[src/rtl/key_input_conditioner.sv]
// key_input_conditioner: synchronises and debounces the active-low board KEY buttons,
// then re-times them to game_tick so that even a press shorter than one tick is seen.
module key_input_conditioner #(
    parameter int NUM_KEYS        = 4,
    parameter int DEBOUNCE_CYCLES = 500000,
    parameter int CNT_W           = 19,
    parameter bit LR_CANCEL       = 1'b1
) (
    input  logic                clk,
    input  logic                rst,
    input  logic [NUM_KEYS-1:0] KEY,
    input  logic                game_tick,
    output logic [NUM_KEYS-1:0] key_held,
    output logic                move_right,
    output logic                jump,
    output logic                move_left,
    output logic                jump_press,
    output logic                any_input_level
);

    localparam logic [CNT_W-1:0] CNT_MAX = CNT_W'(DEBOUNCE_CYCLES - 1);

    logic [NUM_KEYS-1:0] sync1;
    logic [NUM_KEYS-1:0] sync2;
    logic [NUM_KEYS-1:0] pressed_sync;
    logic [NUM_KEYS-1:0] stable;
    logic [NUM_KEYS-1:0] stable_d;
    logic [NUM_KEYS-1:0] rise;
    logic [NUM_KEYS-1:0] press_seen;
    logic [CNT_W-1:0]    cnt [NUM_KEYS];
    logic                lr_both;

    // Reset to the released level so a reset never looks like a press.
    always_ff @(posedge clk or negedge rst) begin
        if (!rst) begin
            sync1 <= '1;
            sync2 <= '1;
        end else begin
            sync1 <= KEY;
            sync2 <= sync1;
        end
    end

    assign pressed_sync = ~sync2;

    // A new level must persist for DEBOUNCE_CYCLES consecutive clocks; any bounce restarts it.
    always_ff @(posedge clk or negedge rst) begin
        if (!rst) begin
            stable <= '0;
            for (int i = 0; i < NUM_KEYS; i++) begin
                cnt[i] <= '0;
            end
        end else begin
            for (int i = 0; i < NUM_KEYS; i++) begin
                if (pressed_sync[i] == stable[i]) begin
                    cnt[i] <= '0;
                end else if (cnt[i] == CNT_MAX) begin
                    stable[i] <= pressed_sync[i];
                    cnt[i]    <= '0;
                end else begin
                    cnt[i] <= cnt[i] + CNT_W'(1);
                end
            end
        end
    end

    assign rise = stable & ~stable_d;

    // A rise coinciding with game_tick is folded into this tick's sample, not the next one.
    always_ff @(posedge clk or negedge rst) begin
        if (!rst) begin
            stable_d   <= '0;
            press_seen <= '0;
            key_held   <= '0;
            jump_press <= 1'b0;
        end else begin
            stable_d <= stable;
            if (game_tick) begin
                press_seen <= '0;
                key_held   <= stable | press_seen | rise;
                jump_press <= press_seen[1] | rise[1];
            end else begin
                press_seen <= press_seen | rise;
            end
        end
    end

    assign lr_both         = LR_CANCEL && key_held[0] && key_held[2];
    assign move_right      = key_held[0] & ~lr_both;
    assign move_left       = key_held[2] & ~lr_both;
    assign jump            = key_held[1];
    assign any_input_level = |key_held[2:0];

endmodule

[config.mk]
export PLATFORM = sky130hd
export DESIGN_NAME = key_input_conditioner
export DESIGN_NICKNAME = d
export VERILOG_FILES = /design/src/rtl/key_input_conditioner.sv
export SDC_FILE = /design/constraint.sdc
export NUM_CORES = 1
export LEC_CHECK = 0
export BUFFER_PORTS_ARGS = -buffer_cell sky130_fd_sc_hd__clkbuf_2
export CAP_MARGIN = 20
export CORE_MARGIN = 3
export CORE_UTILIZATION = 40
export CTS_BUF_LIST = sky130_fd_sc_hd__clkbuf_2 sky130_fd_sc_hd__clkbuf_4 sky130_fd_sc_hd__clkbuf_8
export DETAILED_ROUTE_END_ITERATION = 7
export SYNTH_ARGS = -nofsm -noshare
export SYNTH_HDL_FRONTEND = slang
export SYNTH_SLANG_ARGS = --single-unit
[constraint.sdc]
create_clock -name clk -period 3.58 [get_ports clk]
set_input_delay 0.716 -clock clk [delete_from_list [all_inputs] [get_ports clk]]
set_output_delay 0.716 -clock clk [all_outputs]
set_load 0.01 [all_outputs]
==> qor.yml <==
status: "finished clean"
final.period_utilization_pct: 60.4
num_vias: 3304
hp-class: "flop to flop"
worst_slew_pin_slew_ns: 0.707
setup_viol: 0
grt_max_degree: 58
r2r_start: "cnt[69]"
numCtsBuffers: 9
clock_latency_ns: 0.37
cts_hold_buffers: 0
endpoint: "cnt[70]"
yosysWarnings: 0
gp_congestion: 0.786
critical_path.max_fanout: 18
via_per_inst: 5.20
grt_pass1_vias: 3181
reg2reg_slack_ns: 1.42
vdd_drop_max_mv: 0.343
startpoint: "cnt[69]"
ys_seq_elements: 101
setup_tns_ns: 0
power_density_nw_per_um2: 403
cp_num_buf_inv: 0
port_buffers: 15
grt_pass1_wl_mm: 15.5
period_needed_ns: 2.16
critPathKind: "flop to flop"
area_delta_synth_final_pct: 10.2
relSlewSlack_pct: 52.8
cts_root_buf: "clkbuf_8"
wl_per_cell_um: 13.7
syn_avg_cell_area_um2: 9.98
die_y_um: 114
syn-num-nets: 479
num_rows: 38
io_pins: 16
syn-cell-area_um2: 4670
postCtsResizedCells: 0
place_inst: 619
cpMaxStageDelayCell: "or4_4"
clkTransAtPathRegs_ns: 0.10
drive_gt1_share_pct: 10.5
max_freq_mhz: 462
post-cts-setup-buffers: 0
clock_skew_ns: 0.0115
drc_errors: 0
r2r-end: "cnt[70]"
rsz0062_at_grt: "no"
final_nets: 501
antenna_found_initial: 0
initial_core_util_pct: 42.0
path_delay_family: "simple AND/OR/NAND/NOR gates"
yosysTopAreaCell: "dfrtp_1"
coreArea_um2: 11100
die_area_um2: 13000
chipWidth_um: 114
fin_cells: 635
path_depth: 4
first_iter_violations: 208
cts_tree: "built"
finalHoldViolations: 0
wirelength_mm: 8.71
startpoint_type: "flop"
endpoint_kind: "flop"
syn_inst: 468
cp.required_ns: 3.82
p_leak_nw: 2.00
path_cells: "or4_1, or4_4, o21ai_4, nor2_1"
post_synth_num_cell_types: 42
htree_levels: 3
antenna_cells: 0
drv_cap: 0
grt_overflow: 0
max_stage_delay_ns: 0.55
dp_hpwl_mm: 5.97
ys_seq_area_share_pct: 54.3
r2r_cells: 4
track_usage_pct: 14.7
synth_top_area_share_pct: 49.8
dr.pass1.iters: 6
ys_top_cells_by_area: "dfrtp_1 (50%), xnor2_1 (9.4%), nor2_1 (7.2%)"
cts_sinks: 101
ant_nets: 0
worstPathArrival_ns: 2.40
finalMaxSlewViolations: 0
clock_path_buffers: 2
-- registers in the layout, indices dropped and copies added (netlist names) --
register and flops:
cnt 76, jump_press 1, key_held 4, press_seen 4
stable 4, stable_d 4, sync1 4, sync2 4
-- cell usage after synthesis --
cell and number:
a21bo_2 2, a21oi_1 18, and2_1 2, and3_1 2, and3b_1 2, and4_1 1, buf_4 1, buf_6 1
clkbuf_1 7, dfrtp_1 93, dfstp_2 8, ha_1 4, inv_1 21, mux2i_1 2, nand2_1 20, nand3_1 25
nand3b_1 2, nand4_1 24, nand4bb_1 1, nor2_1 89, nor2b_1 2, nor3_1 19, nor3b_1 3, nor4_1 18
nor4b_1 2, nor4bb_1 1, o211a_1 1, o21ai_0 7, o21ai_1 3, o21ai_4 1, o221a_2 1, o221ai_1 2
o31ai_1 6, o41ai_1 1, or2_2 2, or3_1 8, or3b_2 1, or4_1 4, or4_4 1, or4b_1 1
xnor2_1 50, xor2_1 9
-- through the flow --
step / hold WS [ns] / utilization, % / worst slack [ns] / instance area (um^2) / power, mW
2_1_floorplan: 0.345 / - / 1.60 / 4670 / 1.25
3_3_place_gp: 0.348 / 44.2 / 1.44 / 4920 / 1.29
3_5_place_dp: 0.348 / 44.2 / 1.42 / 4920 / 1.30
4_1_cts: 0.352 / 46.3 / 1.41 / 5150 / 2.11
5_1_grt: 0.356 / 46.3 / 1.24 / 5150 / 2.16
6_report: 0.355 / 46.3 / 1.42 / 5150 / 2.08
-- worst reg2reg max path, stage by stage (launching register included) --
cell     delay (ns)
dfrtp_1        0.44
or4_1          0.51
or4_4          0.55
o21ai_4        0.42
nor2_1         0.11
-- how the worst min path moves through the flow --
stage	endpoint	slack, ns	depth (start not counted)	start
finish	sync2[2]	0.35	0	sync1[2]
global route	sync2[1]	0.36	0	sync1[1]
CTS	sync2[1]	0.35	0	sync1[1]
detailed placement	sync2[1]	0.35	0	sync1[1]
global placement	sync2[2]	0.35	0	sync1[2]
floorplan	sync2[0]	0.35	0	sync1[0]
-- kinds of logic (layout without fill, tap and decap cells) --
group                    Yosys count  count (layout)  share of synthesized area [%]
multiplexers                       2               2                          0.429
AO/OA/AOI/OAI                     42              42                           5.76
buffers and inverters             30              57                           2.65
flip-flops                       101             101                           54.3
XOR/XNOR                          59              59                           11.1
adder cells (fa/ha/maj)            4               4                           1.07
AND/OR/NAND/NOR                  230             230                           24.7
-- cell type report --
class / count / area (um^2)
Fill cell: 1090 / 5980
Clock buffer: 11 / 145
Tap cell: 140 / 175
Clock inverter: 5 / 83.8
Inverter: 21 / 78.8
Sequential cell: 101 / 2540
Timing Repair Buffer: 20 / 115
Multi-Input combinational cell: 337 / 2010
-- power by group --
part / internal, mW / switching, mW / total, mW
clock: 0.422 / 0.386 / 0.807
combinational: 0.0270 / 0.0586 / 0.0856
sequential: 1.16 / 0.0203 / 1.18
total: 1.61 / 0.464 / 2.08
-- metal layers --
layer / wire length, um / GRT usage (%) / vias up
met2: 4090 / 23.4 / 34
met4: 103 / 4.04 / 0
li1: - / - / 1667
met5: 0 / 0 / -
met3: 263 / 3.65 / 7
met1: 4250 / 20.0 / 1596
-- placed cells by master, fill, tap and decap left out, types with 3 or more instances in the layout --
| cell type | count |
|---|---|
| a21oi_1 | 18 |
| buf_4 | 6 |
| clkbuf_2 | 14 |
| clkbuf_8 | 10 |
| dfrtp_1 | 93 |
| dfstp_2 | 8 |
| ha_1 | 4 |
| inv_1 | 21 |
| nand2_1 | 20 |
| nand3_1 | 25 |
| nand4_1 | 24 |
| nor2_1 | 89 |
| nor3_1 | 19 |
| nor3b_1 | 3 |
| nor4_1 | 18 |
| o21ai_0 | 7 |
| o21ai_1 | 3 |
| o31ai_1 | 6 |
| or3_1 | 8 |
| or4_1 | 4 |
| xnor2_1 | 50 |
| xor2_1 | 9 |
(Power assumes the default switching activity.)
